--- config.mk ---
export PLATFORM = sky130hd
export DESIGN_NAME = gearbox_downsizing_2x_flat
export DESIGN_NICKNAME = d
export VERILOG_FILES = /design/src/rtl/gearbox_pkg.sv /design/src/rtl/gearbox_downsizing_2x_if.sv /design/src/rtl/gearbox_downsizing_2x.sv /design/src/flat_wrapper.sv
export SDC_FILE = /design/constraint.sdc
export NUM_CORES = 1
export LEC_CHECK = 0
export CAP_MARGIN = 20
export CORE_MARGIN = 2
export CORE_UTILIZATION = 45
export DETAILED_ROUTE_END_ITERATION = 12
export PLACE_DENSITY = 0.81
export RECOVER_POWER = 100
export SLEW_MARGIN = 25
export SYNTH_ARGS = -nofsm -noshare
export SYNTH_HDL_FRONTEND = slang
export SYNTH_SLANG_ARGS = --single-unit
--- constraint.sdc ---
create_clock -name aclk -period 13.4 [get_ports aclk]
set_input_delay 4.02 -clock aclk [delete_from_list [all_inputs] [get_ports aclk]]
set_output_delay 4.02 -clock aclk [all_outputs]
set_load 0.01 [all_outputs]
--- src/rtl/gearbox_pkg.sv ---
// Shared definitions for the 2x up/down gearboxes: width helpers and the half/phase encoding.
package gearbox_pkg;

  localparam logic PH_UPPER = 1'b0;
  localparam logic PH_LOWER = 1'b1;

  function automatic int narrow_w(input int n);
    return n * 8;
  endfunction

  function automatic int wide_w(input int nb);
    return 2 * nb;
  endfunction

endpackage

--- src/rtl/gearbox_downsizing_2x_if.sv ---
// Wide-in / narrow-out stream pair of the 2x downsizer; master drives the wide side.
interface gearbox_downsizing_2x_if #(
  parameter int n  = 5,
  parameter int nb = n * 8
);
  logic [2*nb-1:0] in_tdata;
  logic            in_tvalid;
  logic            in_tready;
  logic [nb-1:0]   out_tdata;
  logic            out_tvalid;
  logic            out_tready;
  logic            out_tlast;

  modport master (
    output in_tdata, in_tvalid, out_tready,
    input  in_tready, out_tdata, out_tvalid, out_tlast
  );

  modport slave (
    input  in_tdata, in_tvalid, out_tready,
    output in_tready, out_tdata, out_tvalid, out_tlast
  );
endinterface

--- src/rtl/gearbox_downsizing_2x.sv ---
// 2x AXI-Stream downsizer: each wide beat leaves as upper half then lower half (tlast on lower).
// Two wide entries (cur + skid nxt); every output and in_tready come straight from flops.
module gearbox_downsizing_2x
  import gearbox_pkg::*;
#(
  parameter int n  = 5,
  parameter int nb = narrow_w(n)
) (
  input  logic aclk,
  input  logic aresetn,
  gearbox_downsizing_2x_if.slave bus
);
  localparam int WW = wide_w(nb);

  logic [WW-1:0] cur, cur_d, nxt, nxt_d;
  logic          cur_valid, cur_valid_d;
  logic          nxt_valid, nxt_valid_d;
  logic          phase, phase_d;
  logic          in_rdy;
  logic          acc, pop, done;

  assign acc  = bus.in_tvalid & in_rdy;
  assign pop  = cur_valid & bus.out_tready;
  assign done = pop & (phase == PH_LOWER);

  assign bus.in_tready  = in_rdy;
  assign bus.out_tvalid = cur_valid;
  assign bus.out_tlast  = phase;
  assign bus.out_tdata  = (phase == PH_LOWER) ? cur[nb-1:0] : cur[WW-1:nb];

  always_comb begin
    cur_d       = cur;
    nxt_d       = nxt;
    cur_valid_d = cur_valid;
    nxt_valid_d = nxt_valid;
    phase_d     = phase;
    if (pop && phase == PH_UPPER) phase_d = PH_LOWER;
    if (done) begin
      cur_valid_d = 1'b0;
      phase_d     = PH_UPPER;
    end
    if (done && nxt_valid) begin
      // skid entry moves up; a same-cycle accept refills the skid slot
      cur_d       = nxt;
      cur_valid_d = 1'b1;
      if (acc) nxt_d = bus.in_tdata;
      else     nxt_valid_d = 1'b0;
    end else if ((!cur_valid || done) && !nxt_valid && acc) begin
      cur_d       = bus.in_tdata;
      cur_valid_d = 1'b1;
      phase_d     = PH_UPPER;
    end else if (cur_valid && !done && acc) begin
      nxt_d       = bus.in_tdata;
      nxt_valid_d = 1'b1;
    end
  end

  always_ff @(posedge aclk) begin
    if (!aresetn) begin
      cur_valid <= 1'b0;
      nxt_valid <= 1'b0;
      phase     <= PH_UPPER;
      in_rdy    <= 1'b0;
    end else begin
      cur_valid <= cur_valid_d;
      nxt_valid <= nxt_valid_d;
      phase     <= phase_d;
      in_rdy    <= ~nxt_valid_d;
    end
  end

  // Data registers carry no reset; the valid bits gate them.
  always_ff @(posedge aclk) begin
    cur <= cur_d;
    nxt <= nxt_d;
  end

endmodule

--- src/flat_wrapper.sv ---
// flat-port wrapper written by rule: the top's interface ports become plain ports
module gearbox_downsizing_2x_flat import gearbox_pkg::*;
#(
  parameter int n  = 5,
  parameter int nb = narrow_w(n)
)
  (aclk, aresetn, bus_in_tdata, bus_in_tvalid, bus_out_tready, bus_in_tready, bus_out_tdata, bus_out_tvalid, bus_out_tlast);
  gearbox_downsizing_2x_if #(.n(n), .nb(nb)) bus_i ();
  input  logic aclk;
  input  logic aresetn;
  input wire logic [$bits(bus_i.in_tdata)-1:0] bus_in_tdata;
  input wire logic [$bits(bus_i.in_tvalid)-1:0] bus_in_tvalid;
  input wire logic [$bits(bus_i.out_tready)-1:0] bus_out_tready;
  output wire logic [$bits(bus_i.in_tready)-1:0] bus_in_tready;
  output wire logic [$bits(bus_i.out_tdata)-1:0] bus_out_tdata;
  output wire logic [$bits(bus_i.out_tvalid)-1:0] bus_out_tvalid;
  output wire logic [$bits(bus_i.out_tlast)-1:0] bus_out_tlast;
  assign bus_i.in_tdata = bus_in_tdata;
  assign bus_i.in_tvalid = bus_in_tvalid;
  assign bus_i.out_tready = bus_out_tready;
  assign bus_in_tready = bus_i.in_tready;
  assign bus_out_tdata = bus_i.out_tdata;
  assign bus_out_tvalid = bus_i.out_tvalid;
  assign bus_out_tlast = bus_i.out_tlast;
  gearbox_downsizing_2x #(.n(n), .nb(nb)) u_core (.aclk(aclk), .aresetn(aresetn), .bus(bus_i));
endmodule
== Word level (Yosys, flattened, before mapping) ==
Cells that the tools add are included.
Cells by class
  eq/ne operators: 2
  muxes and demuxes: 18
  bitwise operators: 5
  reductions and logical operators: 14
Operators with widths (count)
  $mux W80: 6
  $mux W40: 1
  $mux W1: 11
  $logic_and A1 B1 Y1: 6
  $ne A2 B1 Y1 const B: 2
  $reduce_bool A2 Y1: 2
  $and A1 B1 Y1: 3
  $logic_not A1 Y1: 3
  $reduce_and A3 Y1: 1
  $reduce_bool A3 Y1: 1
  $not A1 Y1: 2
  $logic_or A1 B1 Y1: 1
Word-level totals
  register bits: 164
  bits of input ports: 84

== Longest topological paths before layout ==
  depth in word-level cells: 9
  depth in mapped cells: 5

== Least setup slack after synthesis ==
No wires, ideal clock.
  path type: in2reg
  start: input port bus_out_tready
  end: register u_core.cur[0], enable pin
  setup time: 556 ps
  arrival time: 8546 ps
  data required time: 12844 ps
  path slack: 4298 ps
  stages on the path: 3
  path buffers: 0
  path through: and2_1 -> ha_1 -> a2bb2oi_1
Between the ends
  longest elaborated chain between the ends: 6
  elaborated cells between the ends (all ways): 7
  those cells by class: 2 x bitwise; 5 x reduce/logical
Ends and longest elaborated chain
  start: declaration: line flat_wrapper.sv:13  | input wire logic [$bits(bus_i.out_tready)-1:0] bus_out_tready;
  $and A1 B1 Y1 (*): line gearbox_downsizing_2x.sv:23  | assign pop = cur_valid & bus.out_tready;
  $and A1 B1 Y1 (*): line gearbox_downsizing_2x.sv:24  | assign done = pop & (phase == PH_LOWER);
  $logic_or A1 B1 Y1: line gearbox_downsizing_2x.sv:48  | end else if ((!cur_valid || done) && !nxt_valid && acc) begin
  $logic_and A1 B1 Y1 (2 in a row): line gearbox_downsizing_2x.sv:48
  $reduce_bool A2 Y1 (no source line) (*)
  end signal: assignment: line gearbox_downsizing_2x.sv:74  | cur <= cur_d;
  end: declaration: line gearbox_downsizing_2x.sv:15  | logic [WW-1:0] cur, cur_d, nxt, nxt_d;
Every way passes the cells marked *; elsewhere a longest branch is shown, timed or not.
A chain may end at the register's enable or synchronous reset.

== Worst setup path in the final report ==
  start: input port bus_out_tready
  end: register u_core.nxt[19], enable pin
Between the ends
  longest elaborated chain between the ends: 7
  elaborated cells between the ends (all ways): 13
  those cells by class: 2 x eq/ne; 2 x bitwise; 9 x reduce/logical
Ends and longest elaborated chain
  $and A1 B1 Y1 (*): line gearbox_downsizing_2x.sv:23
  $and A1 B1 Y1 (*): line gearbox_downsizing_2x.sv:24
  $logic_or A1 B1 Y1 or $logic_not A1 Y1 (tied branches): line gearbox_downsizing_2x.sv:48, gearbox_downsizing_2x.sv:52
  $logic_and A1 B1 Y1 (on tied branches) (2 in a row): line gearbox_downsizing_2x.sv:48, gearbox_downsizing_2x.sv:52
  $ne A2 B1 Y1 (no source line) or $reduce_bool A2 Y1 (tied branches)
  $reduce_and A3 Y1 (no source line) (*)
  end signal: assignment: line gearbox_downsizing_2x.sv:75  | nxt <= nxt_d;
  end: declaration: line gearbox_downsizing_2x.sv:15
Marks and branches as above.

==> impl_summary.log <==
INFO  metric crit_start = bus_out_tready
INFO  metric cts.sinks = 164
INFO  metric insertion_delay = 0.41 ns
INFO  metric cp.required = roughly 13 ns
INFO  metric htree_num_levels = 4
INFO  metric crit_slowest_cell = sky130_fd_sc_hd__nand2_1
INFO  metric antenna_cells_inserted = 0
INFO  metric avgSynthCellArea = just over 20 um2
INFO  metric coreArea = 14000 um2
INFO  metric track_usage = 14.9%
INFO  metric detail_route.iter0.violations = 170
INFO  metric max_freq = 0.109 GHz
INFO  metric initial_standard_cell_utilization_of_the_core = 46.4%
INFO  metric worst-r2r-setup-slack = 6.46 ns
INFO  metric num_io_pins = 127
INFO  metric number_of_antenna_violations_at_the_first_check_in_global_routing = 0
INFO  metric leakage = 2.82 nW
INFO  metric floorplan.die_area = 15500 um2
INFO  metric rsz0062_at_grt = no
INFO  metric synthesized_instance_count = 315
INFO  metric critical_path.max_fanout = 82
INFO  metric clk_path_buf_depth = 2
INFO  metric fin_skew = 0.00857 ns
INFO  metric slew_violations = 289
INFO  metric chip_width = 124 um
INFO  metric hold_viol_final = 0
INFO  metric path_delay_family = buffers and inverters
INFO  metric critical_path.cell_chain = dlygate4sd3_1 > and2_0 > ha_1 > nand2_1 > a21oi_4 > clkbuf_1
INFO  metric antenna_left = 0
INFO  metric wirelength = 11.4 mm
INFO  metric critical_path_arrival = between 9 and 10 ns
INFO  metric reg2reg_depth = 4
INFO  metric synth-warning-count = 0
INFO  metric final.hold.worst_slack = approximately 0.53 ns
INFO  metric cts_clock_pin_slew_for_the_worst_setup_and_hold_paths = ~0.05 ns
INFO  metric grt_pass1_wl = approximately 18 mm
INFO  metric async_flop_share = 0%
INFO  metric final_layout_size_suffix_gt1_share = between 20 and 30%
INFO  metric setup.worst_path.start_class = primary input
INFO  metric status = complete, but fails checks
INFO  metric power_density = ~130 nW/um2
INFO  metric period_minus_slack = 9.19 ns
INFO  metric ir_drop = ~0.11 mV
INFO  metric vias_in_the_first_global_route = 3543
INFO  metric layout_worst_path_cycle_share = between 60% and 70%
INFO  metric route.vias.total = 3261
INFO  metric detail_route.first_pass.iterations = 4
INFO  metric chipHeight = 124 um
INFO  metric ys_ff_latch = 164
INFO  metric ys.flop_type = sky130_fd_sc_hd__edfxtp_1
INFO  metric worstSetupPathDepth = 6
INFO  metric cts_hold_buf = 0
INFO  metric place.detailed.hpwl = 6.95 mm
INFO  metric regToRegEndpoint = u_core.nxt[19]
INFO  metric wl_per_cell = 17.7 um
INFO  metric syn-cell-area = 6520 um2
INFO  metric ctsResizeCount = 0
INFO  metric timing.setup.tns = 0 ns
INFO  metric finish.net_count = 536
INFO  metric hold_class = register to register
INFO  metric grt.overflow.total = 0
INFO  metric timing.critical_path.to_type = register
INFO  metric drcViolationCount = 0
INFO  metric violations = max-capacitance violations, max-slew violations
INFO  metric synth-edff-count = 160
INFO  metric clock_buffer_count_from_cts = 17
INFO  metric crit_path_max_incr_delay = just under 2 ns
INFO  metric endpoint = u_core.nxt[19]
INFO  metric floorplan.rows = 43
INFO  metric place_congestion = 0.762
INFO  metric postCtsSetupRepairBufs = 0
INFO  metric port_buffer_count = 126
INFO  metric tritoncts_clock_tree = yes
INFO  metric syn_to_final_growth = 28.7%
INFO  metric yosysUniqueCellTypes = 22
INFO  metric synth_nets = 400
INFO  metric timing.max_cap.violations = 5
INFO  metric relative_max_transition_margin = -196%
INFO  metric tightest_slew = roughly 4.4 ns
INFO  metric via_per_inst = ~5
INFO  metric crit_type = primary input to register
INFO  metric seq_area_frac_synth = 74.9%
INFO  metric largest_net_degree_at_the_start_of_global_routing = 83
INFO  metric critical_path_buf_inv_count = 2
INFO  metric timing.final.setup_violations = 0
INFO  metric r2r_start = u_core.bus.out_tlast
INFO  metric root_buffer = sky130_fd_sc_hd__clkbuf_16
## cells in the mapped netlist (2+ instances only)
| cell | number | area share [%] |
|---|---|---|
| sky130_fd_sc_hd__mux2_2 | 113 | 20 |
| sky130_fd_sc_hd__mux2_4 | 7 | 1.6 |
| sky130_fd_sc_hd__dfxtp_1 | 4 | 1.2 |
| sky130_fd_sc_hd__clkbuf_8 | 8 | 1.7 |
| sky130_fd_sc_hd__edfxtp_1 | 160 | 74 |
| sky130_fd_sc_hd__inv_1 | 2 | 0.12 |
| sky130_fd_sc_hd__nand2_1 | 3 | 0.17 |
| sky130_fd_sc_hd__buf_2 | 4 | 0.31 |
## kinds of logic after synthesis
kind of cell	after synthesis	synth area share, %
buffers and inverters	14	2.11
DFF	164	74.9
and+or+nand+nor	9	0.844
AOI/OAI and AO/OA	7	0.806
muxes	120	21.1
adders and majority gates	1	0.192
## registers in the layout, summed over array words and instances (netlist names), named ones only
| signal | cells |
|---|---|
| u_core.cur | 80 |
| u_core.bus.out_tvalid | 1 |
| u_core.nxt | 80 |
| u_core.bus.out_tlast | 1 |
| u_core.bus.in_tready | 1 |
## per-layer routing
layer / up-vias / global-route usage, % / wire length, um
li1: 1522 / - / -
met1: 1614 / 17.6 / 4910
met2: 109 / 25.1 / 5650
met3: 16 / 4.68 / 565
met4: 0 / 6.21 / 230
met5: - / 0 / 0
## per-stage QoR
step	cell area [um2]	setup WS [ns]	instances	util, %	total power [W]
after floorplan	6520	4.30	315	-	0.000647
after global placement	7930	6.66	612	56.5	0.000702
after detailed placement	7940	6.81	612	56.5	0.000705
after CTS	8450	7.23	643	60.2	0.00113
after global routing	8390	3.58	643	59.8	0.00115
final	8390	4.21	643	59.8	0.00111
## power by group
group	switching, W	total (W)	internal (W)
clock network	0.000175	0.000426	0.000251
logic	0.0000368	0.0000863	0.0000495
registers	0.00000776	0.000600	0.000592
## cells in the final DEF (no fill, tap or decap)
cell type,n
sky130_fd_sc_hd__a21boi_0,1
sky130_fd_sc_hd__a21oi_4,1
sky130_fd_sc_hd__a2bb2oi_4,1
sky130_fd_sc_hd__a31oi_1,1
sky130_fd_sc_hd__a41oi_1,1
sky130_fd_sc_hd__and2_0,1
sky130_fd_sc_hd__bufinv_16,1
sky130_fd_sc_hd__clkbuf_1,9
sky130_fd_sc_hd__clkbuf_16,17
sky130_fd_sc_hd__clkdlybuf4s50_1,10
sky130_fd_sc_hd__clkinv_1,3
sky130_fd_sc_hd__clkinv_2,4
sky130_fd_sc_hd__dfxtp_1,4
sky130_fd_sc_hd__dlygate4sd3_1,116
sky130_fd_sc_hd__edfxtp_1,160
sky130_fd_sc_hd__ha_1,1
sky130_fd_sc_hd__inv_1,2
sky130_fd_sc_hd__mux2_1,15
sky130_fd_sc_hd__mux2_2,105
sky130_fd_sc_hd__nand2_1,4
sky130_fd_sc_hd__nand2b_1,1
sky130_fd_sc_hd__nand3b_1,1
sky130_fd_sc_hd__nand4b_1,1
sky130_fd_sc_hd__nor2_1,1
sky130_fd_sc_hd__o211a_1,1
sky130_fd_sc_hd__o22ai_1,1
## area by class of cell
type	instances	area, um2
Fill cell	1023	5650
Clock inverter	8	61.3
Inverter	2	7.51
Tap cell	180	225
Sequential cell	164	4880
Timing Repair Buffer	129	1270
Clock buffer	23	448
Multi-Input combinational cell	137	1490
## worst min-delay path by stage
stage | start | endpoint | slack (ns) | cells after the start
3_3_place_gp | register | register | 0.53 | 2
4_1_cts | u_core.nxt[19] | u_core.cur[19] | 0.55 | 1
5_1_grt | u_core.nxt[10] | u_core.cur[10] | 0.53 | 1
6_report | u_core.nxt[10] | u_core.cur[10] | 0.53 | 1
3_5_place_dp | u_core.nxt[15] | u_core.cur[15] | 0.53 | 1
2_1_floorplan | register | register | 0.51 | 2
Note: power is estimated with default switching activity, not from simulation.
